File: src/rtl/ubit_accum.sv
// Unary-to-binary accumulator: counts 1s over a 2^BITWIDTH-sample window behind a valid/ready
// output register. Define UBIT_ACCUM_BIPOLAR_EN to add the registered bipolar output oBipolar.
module ubit_accum #(
    parameter int unsigned BITWIDTH = 8
) (
    input  logic                iClk,
    input  logic                iRstN,
    input  logic                iClr,
    input  logic                iStart,
    input  logic                iCont,
    input  logic                iEn,
    input  logic                iBit,
    input  logic                iReady,
    output logic [BITWIDTH:0]   oResult,
    output logic                oValid,
    output logic                oBusy,
    output logic                oOvf
`ifdef UBIT_ACCUM_BIPOLAR_EN
    ,
    output logic signed [BITWIDTH+1:0] oBipolar
`endif
);

    typedef enum logic {StIdle, StRun} state_e;

    state_e              state_q, state_d;
    logic [BITWIDTH:0]   ones_q, ones_d;
    logic [BITWIDTH-1:0] samp_q, samp_d;
    logic [BITWIDTH:0]   result_q, result_d;
    logic                valid_q, valid_d;
    logic                ovf_q, ovf_d;

    logic [BITWIDTH:0]   final_val;
    logic                last_smp;
    logic                xfer;

`ifdef UBIT_ACCUM_BIPOLAR_EN
    localparam logic [BITWIDTH+1:0] NVal     = {2'b01, {BITWIDTH{1'b0}}};
    localparam logic [BITWIDTH+1:0] BipReset = -NVal;
    logic [BITWIDTH+1:0] bipolar_q, bipolar_d;
`endif

    assign final_val = ones_q + {{BITWIDTH{1'b0}}, iBit};
    assign last_smp  = (state_q == StRun) && iEn && (samp_q == {BITWIDTH{1'b1}});
    assign xfer      = valid_q && iReady;

    always_comb begin
        state_d  = state_q;
        ones_d   = ones_q;
        samp_d   = samp_q;
        result_d = result_q;
        valid_d  = valid_q;
        ovf_d    = ovf_q;
`ifdef UBIT_ACCUM_BIPOLAR_EN
        bipolar_d = bipolar_q;
`endif
        if (xfer) begin
            valid_d = 1'b0;
        end

        unique case (state_q)
            StIdle: begin
                if (iStart) begin
                    state_d = StRun;
                    ones_d  = '0;
                    samp_d  = '0;
                end
            end
            StRun: begin
                if (last_smp) begin
                    // A result only lands if the output slot is empty or draining this edge.
                    if (!valid_q || xfer) begin
                        result_d = final_val;
                        valid_d  = 1'b1;
`ifdef UBIT_ACCUM_BIPOLAR_EN
                        bipolar_d = {final_val, 1'b0} - NVal;
`endif
                    end else begin
                        ovf_d = 1'b1;
                    end
                    ones_d = '0;
                    samp_d = '0;
                    if (!iCont) begin
                        state_d = StIdle;
                    end
                end else if (iEn) begin
                    ones_d = final_val;
                    samp_d = samp_q + {{(BITWIDTH-1){1'b0}}, 1'b1};
                end
            end
            default: state_d = StIdle;
        endcase

        if (iClr) begin
            state_d  = StIdle;
            ones_d   = '0;
            samp_d   = '0;
            result_d = '0;
            valid_d  = 1'b0;
            ovf_d    = 1'b0;
`ifdef UBIT_ACCUM_BIPOLAR_EN
            bipolar_d = BipReset;
`endif
        end
    end

    always_ff @(posedge iClk or negedge iRstN) begin
        if (!iRstN) begin
            state_q  <= StIdle;
            ones_q   <= '0;
            samp_q   <= '0;
            result_q <= '0;
            valid_q  <= 1'b0;
            ovf_q    <= 1'b0;
`ifdef UBIT_ACCUM_BIPOLAR_EN
            bipolar_q <= BipReset;
`endif
        end else begin
            state_q  <= state_d;
            ones_q   <= ones_d;
            samp_q   <= samp_d;
            result_q <= result_d;
            valid_q  <= valid_d;
            ovf_q    <= ovf_d;
`ifdef UBIT_ACCUM_BIPOLAR_EN
            bipolar_q <= bipolar_d;
`endif
        end
    end

    assign oResult = result_q;
    assign oValid  = valid_q;
    assign oBusy   = (state_q == StRun);
    assign oOvf    = ovf_q;
`ifdef UBIT_ACCUM_BIPOLAR_EN
    assign oBipolar = bipolar_q;
`endif

endmodule

File: config.mk
export PLATFORM = sky130hd
export DESIGN_NAME = ubit_accum
export DESIGN_NICKNAME = d
export VERILOG_FILES = /design/src/rtl/ubit_accum.sv
export SDC_FILE = /design/constraint.sdc
export NUM_CORES = 1
export LEC_CHECK = 0
export CORE_UTILIZATION = 45
export CTS_CLUSTER_DIAMETER = 200
export DETAILED_ROUTE_END_ITERATION = 10
export GPL_TIMING_DRIVEN = 0
export PLACE_DENSITY = 0.69
export SYNTH_ARGS = -nofsm -noshare
export SYNTH_HDL_FRONTEND = slang
export SYNTH_SLANG_ARGS = --single-unit
File: constraint.sdc
create_clock -name iClk -period 1.8 [get_ports iClk]
set_clock_uncertainty 0.1 [all_clocks]
set_input_delay 0.36 -clock iClk [delete_from_list [all_inputs] [get_ports iClk]]
set_output_delay 0.36 -clock iClk [all_outputs]
set_load 0.01 [all_outputs]
==> results.md <==
- Path type of the worst min-delay path: register to register
- Clock buffer depth: 2
- Routed wl met3: 163 um
- Layout Nets: 192
- CP max-delay cell: dfrtp_1
- Met1 wire length: 1490 um
- Critical Path RT: 1.97 ns
- Finished Layout Cells: 226
- Met2 wire len: 1530 um
- Cell count after synthesis: 149
- Tcrit/Tclk final: 95.8%
- Root Driver: clkbuf_4
- All-Layer GR Usage: 21.5%
- Pwr dens: 631 nW/um^2
- # rows: 20
- Max VDD drop: 0.409 mV
- Max-cap violations: 0
- FF+latch count, synth: 29
- Post-synth EDFFs: 0
- Share of layout cells above drive strength 1: 19.8%
- Largest net degree at the start of global routing: 30
- Top sig layer: met4
- Fill cells: 280
- Least-Margin Pin Slew: 0.631 ns
- Clock latency on the worst-skew pair: 0.34 ns
- Final slew viol count: 0
- Vias in the first global route: 1185
- Area occupied by multi-input gates: 797 sq um
- RePlAce Congestion: 0.829
- Crit-path max cell delay: 0.43 ns
- CTS Buf Count: 5
- Main synth FF type: dfrtp_1
- Post-route DRC: 0
- Final Total Pwr: 0.00122 W
- Synth async-reset ratio: 100%
- Distinct cells, synth: 37
- Crit end category: register
- First-pass GRT wire length: 5460 um
- Placement Cell Area: 1740 sq um
- Register area: 727 sq um
- Place WS: -0.527 ns
- Die area: 3570 sq um
- Die W: 59.8 um
- Io pins: 20
- CTS tree: done
- Via density: 5.61
- Final setup fails: 0
- DP Cell Count: 211
- Drt first pass iters: 4
- Synth warn: 0
- Area grow syn2layout: 29.2%
- Initial DRC Count: 56
- Wirelength per Cell: 14.5 um
- Via count: 1267
- Critical path class: register to register
- Max Clock Freq: 0.580 GHz
- CTS sink count: 29
- RSZ-0062 raised after global routing: yes
- Synthesized area per cell: 10.1 sq um
- Min setup slack post-route: 0.0758 ns
- Die H: 59.8 um
- Worst Path Arrival: 1.90 ns
- Status: finished, final reports clean
- Sequential area share after synthesis: 48.3%
- Total Wirelength: 3270 um
- Slew HR: 57.9%
- Ant diodes: 0
- Core Region: 3100 sq um
- H-tree depth: 2
- Initial antenna violation count: 0
- Post-Syn Area: 1500 sq um
- Detailed Place HPWL: 2140 um
- Congestion Overflow GR: 0
- Effective utilization at floorplan: 48.4%
- Port bufs: 18
- WHS: 0.417 ns
- Hold Violations, Final: 0
- Crit path cell chain: ha_4 > and4_4 > a211o_4 > or3_1 > o21ai_2
- Number of antenna-violating nets in the routed design: 0
- Clock slew at reported path FFs: 0.09 ns
- Lkg Pwr: 0.776 nW
- Crit start category: register
- Synthesized Nets: 160
- Final non-filler cell area: 1940 sq um
- Worst Path Max Fanout: 4
- Min Tclk post-route: 1.72 ns
## synth_stat cells, types with 2 or more instances
library cell,instances,area share [%]
dfrtp_1,29,48
nor2_1,21,5.3
nand2_1,12,3.0
o21ai_0,11,3.7
nand3_1,9,3.0
mux2i_1,6,4.0
a211oi_2,5,4.2
clkbuf_1,5,1.3
xnor2_1,5,2.9
a21oi_1,4,1.3
a31oi_1,4,1.7
ha_1,3,2.5
xor2_1,3,1.8
a211oi_1,2,1.0
a22o_1,2,1.2
a22oi_1,2,1.0
a41oi_1,2,1.2
and3_1,2,0.83
inv_1,2,0.50
nand4_1,2,0.83
nor2b_1,2,0.83
## power breakdown
group | total [W] | switching, W | internal [W] | leakage [nW]
Combinational | 0.0000998 | 0.0000604 | 0.0000393 | 0.333
Sequential | 0.000659 | 0.00000340 | 0.000655 | 0.402
Clock | 0.000466 | 0.000240 | 0.000226 | 0.0413
Total | 0.00122 | 0.000304 | 0.000921 | 0.776
## stage by stage
step	util (%)	setup TNS [ns]
after global placement	56.0	-13.21
after floorplan	-	0
final	62.5	0
after detailed placement	56.0	-15.26
after CTS	60.9	0
after global routing	62.5	-0.00541
## cells in the final DEF, fill, tap and decap left out, drive strengths merged, types with 2 or more instances in the layout
cell type      count
clkbuf            11
xor2               3
nor2b              2
a21oi              4
o21ai             11
mux2i              6
xnor2              5
a41oi              2
nand4              3
a211o              2
inv                2
clkdlybuf4s50     16
buf               10
a22o               2
ha                 3
nand3             10
nor2              21
and3               2
nand2             12
a31oi              4
a211oi             7
a22oi              2
dfrtp             29
## worst paths after layout
path | cells past startpoint | start | slack (ns) | to
max in group asynchronous | 2 | iRstN | 0.69 | oBusy
setup / recovery | 5 | samp_q[0] | 0.08 | samp_q[3]
hold / removal | 1 | ones_q[0] | 0.42 | ones_q[0]
hold reg to reg | 1 | ones_q[0] | 0.42 | ones_q[0]
setup reg to reg | 5 | samp_q[0] | 0.08 | samp_q[3]
min in group asynchronous | 2 | iRstN | 0.47 | ones_q[8]
## worst max-delay path, delay by kind of cell (launching register included)
family / cells / cell delay, ns
simple gates: 2 / 0.53
compound gates: 2 / 0.41
flops: 1 / 0.43
fa+ha+maj: 1 / 0.20
## repair_timing
item | 4_1_cts | 5_1_grt
endpoints found under the setup margin | 19 | 14
setup buffers | 7 | 0
resized for setup | 5 | 9
pin swaps | 4 | 1
hold endpoints to repair | 0 | 29
hold buffers | 0 | 1
## area by class of cell
| cell class | count | share of cell area (%) |
|---|---|---|
| sequential | 29 | 37.5 |
| tap | 44 | 2.84 |
| inverter | 2 | 0.387 |
| clock inverter | 1 | 0.258 |
| multi-input combinational | 111 | 41.1 |
| timing repair buffer | 26 | 13.0 |
| clock buffer | 7 | 3.35 |
| buffer | 6 | 1.61 |
## cell families after synthesis
family	Yosys count	share of synthesized area (%)
and+or+nand+nor	57	19.3
muxes	7	4.75
buffers and inverters	9	2.83
xor gates and xnor gates	8	4.67
adders and majority gates	3	2.50
AOI/OAI and AO/OA	36	17.6
DFF	29	48.3
## registers in the layout, summed over array words and instances (netlist names)
register and flops:
oBusy 1, oOvf 1, oResult 9, oValid 1, ones_q 9, samp_q 8
## metal layers
| metal | vias up | track usage (%) |
|---|---|---|
| met1 | 613 | 26.7 |
| li1 | 599 | - |
| met2 | 45 | 33.5 |
| met3 | 10 | 5.41 |
| met5 | - | 0 |
| met4 | 0 | 13.3 |
Power figures use the tool's default switching activity.
